### src/rtl/simon_round_engine.sv
// Simon 32/64 encryption engine.
// Loads plaintext and key as 4-bit nibbles, runs 32 rounds at one round per
// clock, and shifts the ciphertext out on the same nibble interface.
// The z0 constant comes from an external LFSR stage. This block holds that
// stage in reset whenever it is not running, so the sequence restarts on
// every run.
//
// state   | meaning
// --------+---------------------------------------------------------------
// ST_IDLE | after reset; nibbles shift in; a falling i_shift starts a run
// ST_RUN  | one round plus one key step per edge, 32 edges; i_shift ignored
// ST_DONE | ciphertext on o_data; shifting reloads; a falling i_shift reruns

module simon_round_engine (
   input  logic       i_clk,
   input  logic       i_rst_n,
   input  logic       i_shift,
   input  logic [3:0] i_data,
   input  logic       i_z,
   output logic       o_z_rst,
   output logic [3:0] o_data,
   output logic       o_busy,
   output logic       o_done
);

   typedef enum logic [1:0] {
      ST_IDLE = 2'd0,
      ST_RUN  = 2'd1,
      ST_DONE = 2'd2
   } state_t;

   state_t      state_q, state_d;
   logic [95:0] r_q, r_d;
   logic [4:0]  rnd_q, rnd_d;
   logic        shift_dly_q, shift_dly_d;

   logic [15:0] x, y, k3, k2, k1, k0;
   logic [15:0] x_new, k_new, t_a, t_b;

   // Field view of the state register and the round / key-step arithmetic
   always_comb begin
      x  = r_q[95:80];
      y  = r_q[79:64];
      k3 = r_q[63:48];
      k2 = r_q[47:32];
      k1 = r_q[31:16];
      k0 = r_q[15:0];

      x_new = y ^ ({x[14:0], x[15]} & {x[7:0], x[15:8]})
                ^ {x[13:0], x[15:14]} ^ k0;

      t_a   = {k3[2:0], k3[15:3]} ^ k1;
      t_b   = t_a ^ {t_a[0], t_a[15:1]};
      k_new = ~k0 ^ t_b ^ {15'b0, i_z} ^ 16'h0003;
   end

   // Next-state logic: load shifting, run start on falling i_shift, rounds
   always_comb begin
      state_d     = state_q;
      r_d         = r_q;
      rnd_d       = rnd_q;
      shift_dly_d = i_shift;

      case (state_q)
         ST_IDLE, ST_DONE: begin
            if (i_shift) begin
               r_d = {r_q[91:0], i_data};
            end else if (shift_dly_q) begin
               state_d = ST_RUN;
               rnd_d   = 5'd0;
            end
         end
         ST_RUN: begin
            // Key words past round 27 are still generated; nothing reads them.
            r_d   = {x_new, x, k_new, k3, k2, k1};
            rnd_d = rnd_q + 5'd1;
            if (rnd_q == 5'd31) begin
               state_d = ST_DONE;
            end
         end
         default: begin
            state_d = ST_IDLE;
         end
      endcase
   end

   // State, datapath and round-counter registers
   always_ff @(posedge i_clk or negedge i_rst_n) begin
      if (!i_rst_n) begin
         state_q     <= ST_IDLE;
         r_q         <= 96'h0;
         rnd_q       <= 5'd0;
         shift_dly_q <= 1'b0;
      end else begin
         state_q     <= state_d;
         r_q         <= r_d;
         rnd_q       <= rnd_d;
         shift_dly_q <= shift_dly_d;
      end
   end

   // Outputs decoded from state; the LFSR is released only while running
   always_comb begin
      o_z_rst = (state_q != ST_RUN);
      o_busy  = (state_q == ST_RUN);
      o_done  = (state_q == ST_DONE);
      o_data  = (state_q == ST_DONE) ? r_q[95:92] : 4'h0;
   end

endmodule

### config.mk
export PLATFORM = sky130hd
export DESIGN_NAME = simon_round_engine
export DESIGN_NICKNAME = d
export VERILOG_FILES = /design/src/rtl/simon_round_engine.sv
export SDC_FILE = /design/constraint.sdc
export NUM_CORES = 1
export LEC_CHECK = 0
export ABC_AREA = 1
export BUFFER_PORTS_ARGS = -buffer_cell sky130_fd_sc_hd__buf_2
export CORE_ASPECT_RATIO = 0.75
export CORE_MARGIN = 5
export CORE_UTILIZATION = 50
export DETAILED_ROUTE_END_ITERATION = 10
export PLACE_DENSITY = 0.66
export SETUP_SLACK_MARGIN = 0.2
export SYNTH_ARGS = -nofsm -noshare
export SYNTH_HDL_FRONTEND = slang
export SYNTH_SLANG_ARGS = --single-unit
### constraint.sdc
create_clock -name i_clk -period 2.9 [get_ports i_clk]
set_input_delay 0.58 -clock i_clk [delete_from_list [all_inputs] [get_ports i_clk]]
set_output_delay 0.58 -clock i_clk [all_outputs]
set_load 0.005 [all_outputs]
==> metrics.yaml, run 1 <==
outcome: "complete, no violations"
numCtsBuffers: 9
grt_setup_unrepaired: "false"
nets: 946
first_global_vias: 5328
netlist_area_um2: 6340
reg2reg_slack_ps: 770
period_share_pct: 76.6
antenna_left: 0
diodes: 0
io_pins: 15
clock_path_buffers: 2
clk_pin_slew_ps: 70
yosysTopAreaCellShare_pct: 41.0
htree_num_levels: 3
gp_congestion: 0.862
antenna_found_initial: 0
rows: 35
synth.area.top_cells: "dfrtp_1 (41%), nand2_1 (21%), o21ai_0 (6.7%)"
core_um2: 12300
setup_viol: 0
path_class: "flip-flop to primary output"
yosys.area.top_type: "dfrtp_1"
first_pass_iters: 6
grt_max_degree: 117
crit_path_max_fanout: 4
hpwl_mm: 12.0
hold_path.class: "input pin to asynchronous set/reset pin"
drcViolationCount: 0
drive_gt1_share_pct: 4.68
max_slew_margin_pct: 51.0
drt-vias-per-instance: 5.41
synth_seq_cells: 104
regArea_um2: 2600
syn_area_per_cell_um2: 6.72
fin_skew_ps: 8.95
cts_tree: "built"
drt_iter0_drc: 765
tightest_slew_ps: 734
setup.worst_path.start_class: "flip-flop"
max_freq_mhz: 450
hold_viol_final: 0
report.final.slew_viol_count: 0
wire_per_inst_um: 15.9
die_y_um: 108
ys.warnings.count: 0
wirelength_mm: 17.6
required_ps: 2320
root_buffer: "clkbuf_16"
syn-num-nets: 954
endpoint_kind: "primary output"
grt_first_pass_wirelength_mm: 29.1
n_fill_cell: 1218
drv_cap: 0
insertion_delay_ps: 350
synthCells: 944
seq_area_frac_synth_pct: 41.0
portBuffers: 14
vias: 5984
gr-usage-all-layers_pct: 24.2
gr-total-overflow: 0
postCtsResizedCells: 0
final.setup.tns_ps: 0
cts.sinks: 104
ctsHoldBuffers: 0
netlist-cell-type-count: 26
die_w_um: 140
post-cts-setup-buffer-count: 0
area.growth.synth_to_final_pct: 7.38
initial_utilization_pct: 51.4
dieArea_um2: 15100
min_period_ps: 2220
worst_ep_arrival_time_ps: 1640
multiInputGateArea_um2: 3090
[through the flow]
stage               utilization (%)  cells  hold slack [ps]  worst slack [ps]  area, µm²
finish                         55.1   1107              115               677       6810
CTS                            55.1   1107              116               699       6810
global route                   55.1   1107              124               592       6810
floorplan                         -    944              284              1380       6340
detailed placement             52.4   1091              490               653       6470
global placement               52.4   1091              487               669       6470
[area by class of cell]
cell class	count	share of cell area [%]
clock inverter	6	1.58
timing repair buffer	22	2.31
sequential	104	38.2
clock buffer	10	3.36
multi-input combinational	688	45.3
tap	166	3.05
inverter	111	6.15
[Yosys cell counts]
cell type  count
buf_1          3
inv_2          2
a21oi_1       42
nand3_1       60
nor2_8         1
ha_1           2
o21ai_0       85
nand3_2        1
inv_1        108
buf_4          4
nand2_4        1
dfrtp_1      104
buf_6          5
xor2_1        18
nor2_1        24
xnor2_1        1
o22ai_1        8
nand2_2        1
a22o_1         1
o21ai_1       79
nor3_1         1
buf_2         18
clkbuf_1       7
inv_4          1
nand2_1      363
clkbuf_2       4
[metal layers]
metal  share of wire [%]  vias up  global-route usage [%]
met4                 1.2        0                    5.19
met5                   0        -                       0
li1                    -     2988                       -
met2                  41      197                    32.8
met3                 7.4       18                    5.02
met1                  50     2781                    38.9
[placed cells by master (no fill, tap or decap), types with 9 or more instances in the layout]
| cell | synthesis | routed |
|---|---|---|
| a21oi_1 | 42 | 42 |
| buf_2 | 18 | 13 |
| clkbuf_16 | 0 | 9 |
| dfrtp_1 | 104 | 104 |
| inv_1 | 108 | 108 |
| nand2_1 | 363 | 363 |
| nand3_1 | 60 | 60 |
| nor2_1 | 24 | 24 |
| o21ai_0 | 85 | 85 |
| o21ai_1 | 79 | 79 |
| xor2_1 | 18 | 18 |
[critical path, cell delays in order (launching register included)]
cell,delay [ps]
dfrtp_1,450
inv_1,60
nor2_1,370
inv_1,170
nor2_1,130
buf_2,120
[state kept, by name (all words and copies together) (netlist names)]
register     cells
rnd_q            5
state_q          2
shift_dly_q      1
r_q             96
[worst paths after layout]
| check | from | depth (start not counted) | endpoint |
|---|---|---|---|
| max | state_q[1] | 5 | o_data[1] |
| min | i_rst_n | 1 | r_q[52] |
| max reg2reg | state_q[0] | 7 | r_q[64] |
| min reg2reg | r_q[35] | 2 | r_q[35] |
| max in group asynchronous | i_rst_n | 2 | rnd_q[0] |
| min in group i_clk | i_shift | 1 | shift_dly_q |
[cell families (layout without fill, tap and decap cells)]
| logic type | after synthesis | count (layout) | synth area share, % |
|---|---|---|---|
| buffers and inverters | 152 | 149 | 10.3 |
| DFF | 104 | 104 | 41.0 |
| and+or+nand+nor | 452 | 452 | 28.5 |
| adders and majority gates | 2 | 2 | 0.394 |
| AOI/OAI and AO/OA | 215 | 215 | 17.2 |
| xor gates and xnor gates | 19 | 19 | 2.62 |
Power of run 1 is left out: the tool's default activity adds up to more than one toggle a clock period on the data nets, which glitch-free logic cannot reach.
==> inputs of run 2 (changes only) <==
clock period = 2.1 ns   (was 2.9 ns; I/O delays follow)
==> metrics.yaml, run 2 (synthesis results as in run 1) <==
hold_viol_final: 0  # unchanged
setup.worst_path.start_class: "flip-flop"
max_slew_margin_pct: 69.1  # +18 points
drv_cap: 0  # unchanged
gp_congestion: 0.865  # +0.42%
largest_register_ffs: 96  # unchanged
diodes: 0  # unchanged
gr-usage-all-layers_pct: 25.0  # +0.86 points
setup_viol: 0  # unchanged
hold_path.class: "input pin to asynchronous set/reset pin"
antenna_found_initial: 0  # unchanged
path_class: "flip-flop to primary output"
grt_setup_unrepaired: "true"
cts_tree: "built"
root_buffer: "clkbuf_16"
layout_commonest_cell: "nand2_1"
final_cell_area_um2: 7000  # +2.8%
dieArea_um2: 15100  # unchanged
vias: 6075  # +1.5%
clock_path_buffers: 2  # unchanged
first_global_vias: 5493  # +3.1%
setup_ws_ps: 228  # -450 ps
place_ws_ps: 443  # -210 ps
first_pass_iters: 5  # -1
r2r_start: "state_q[0]"
die_y_um: 108  # unchanged
endpoint_kind: "primary output"
final.setup.tns_ps: 0  # unchanged
antenna_left: 0  # unchanged
drt_iter0_drc: 688  # -10%
ctsHoldBuffers: 0  # unchanged
clk_pin_slew_ps: 70  # about the same
io_pins: 15  # unchanged
reg2reg_slack_ps: 360  # -410 ps
gr-total-overflow: 0  # unchanged
period_share_pct: 89.2
hpwl_mm: 12.2  # +1.9%
portBuffers: 14  # unchanged
layout_common_cells: "nand2_1 (363), inv_1 (108), dfrtp_1 (103)"
placed_area_um2: 6550  # +1.2%
drive_gt1_share_pct: 5.89  # +1.2 points
die_w_um: 140  # unchanged
initial_utilization_pct: 51.4  # unchanged
cts.sinks: 104  # unchanged
max_freq_mhz: 534
insertion_delay_ps: 350  # about the same
regMostFlops: "r_q"
htree_num_levels: 3  # unchanged
report.final.slew_viol_count: 0  # unchanged
outcome: "complete, no violations"
numCtsBuffers: 9  # unchanged
grt_first_pass_wirelength_mm: 30.0  # +3.0%
crit_path_max_fanout: 44  # +40
drcViolationCount: 0  # unchanged
drt-vias-per-instance: 5.44  # +0.70%
nets: 955  # +0.95%
rows: 35  # unchanged
r2r_cells: 7  # unchanged
min_period_ps: 1870
required_ps: 1680  # -640 ps
grt_max_degree: 67  # -43%
core_um2: 12300  # unchanged
area.growth.synth_to_final_pct: 10.4
worst_ep_arrival_time_ps: 1450  # -190 ps
fin_skew_ps: 6.21  # -2.74 ps
tightest_slew_ps: 464  # -271 ps
wirelength_mm: 18.4  # +4.8%
reg_top3: "r_q x96, rnd_q x5, state_q x2"
cp-startpoint: "state_q[0]"
worstReg2RegEnd: "r_q[18]"
wire_per_inst_um: 16.5  # +3.9%
run 2: how the worst max path moves through the flow:
stage / to / slack (ps)
2_1_floorplan: o_z_rst / 740
3_3_place_gp: o_data[2] / 490
3_5_place_dp: o_data[3] / 440
4_1_cts: o_z_rst / 180
5_1_grt: o_busy / 170
6_report: o_busy / 230
run 2: stage by stage:
| stage | hold slack, ps | utilization, % | cells |
|---|---|---|---|
| 3_5_place_dp | 411 | 53.0 | 1096 |
| 4_1_cts | 32.3 | 56.1 | 1113 |
| 2_1_floorplan | 124 | - | 944 |
| 6_report | 10.8 | 56.7 | 1116 |
| 5_1_grt | 53.8 | 56.7 | 1116 |
| 3_3_place_gp | 409 | 53.0 | 1096 |
run 2: worst max-delay path, stage by stage, from the launching register on:
cell,delay (ps)
dfrtp_1,420
inv_2,100
nor2_8,160
buf_16,230
buf_2,160
run 2: final cells by class:
| class | instances | area, µm² |
|---|---|---|
| fill | 1206 | 5350 |
| multi-input combinational | 688 | 3090 |
| clock buffer | 12 | 267 |
| tap | 166 | 208 |
| timing repair buffer | 31 | 338 |
| inverter | 111 | 419 |
| clock inverter | 4 | 73.8 |
| sequential | 104 | 2600 |
run 2: repair_timing:
| action | 4_1_cts | 5_1_grt |
|---|---|---|
| setup endpoints to repair | 5 | 5 |
| buffers inserted | 0 | 1 |
| gates resized for setup | 2 | 3 |
| pin swaps | 0 | 1 |
| cloned | 1 | 2 |
run 2: layer usage:
metal	track usage [%]	vias up	share of wire, %
li1	-	3006	-
met1	39.5	2823	49
met2	34.6	225	41
met3	5.11	21	8.3
met4	6.15	0	1.5
met5	0	-	0
Power of run 2 is left out for the same reason.
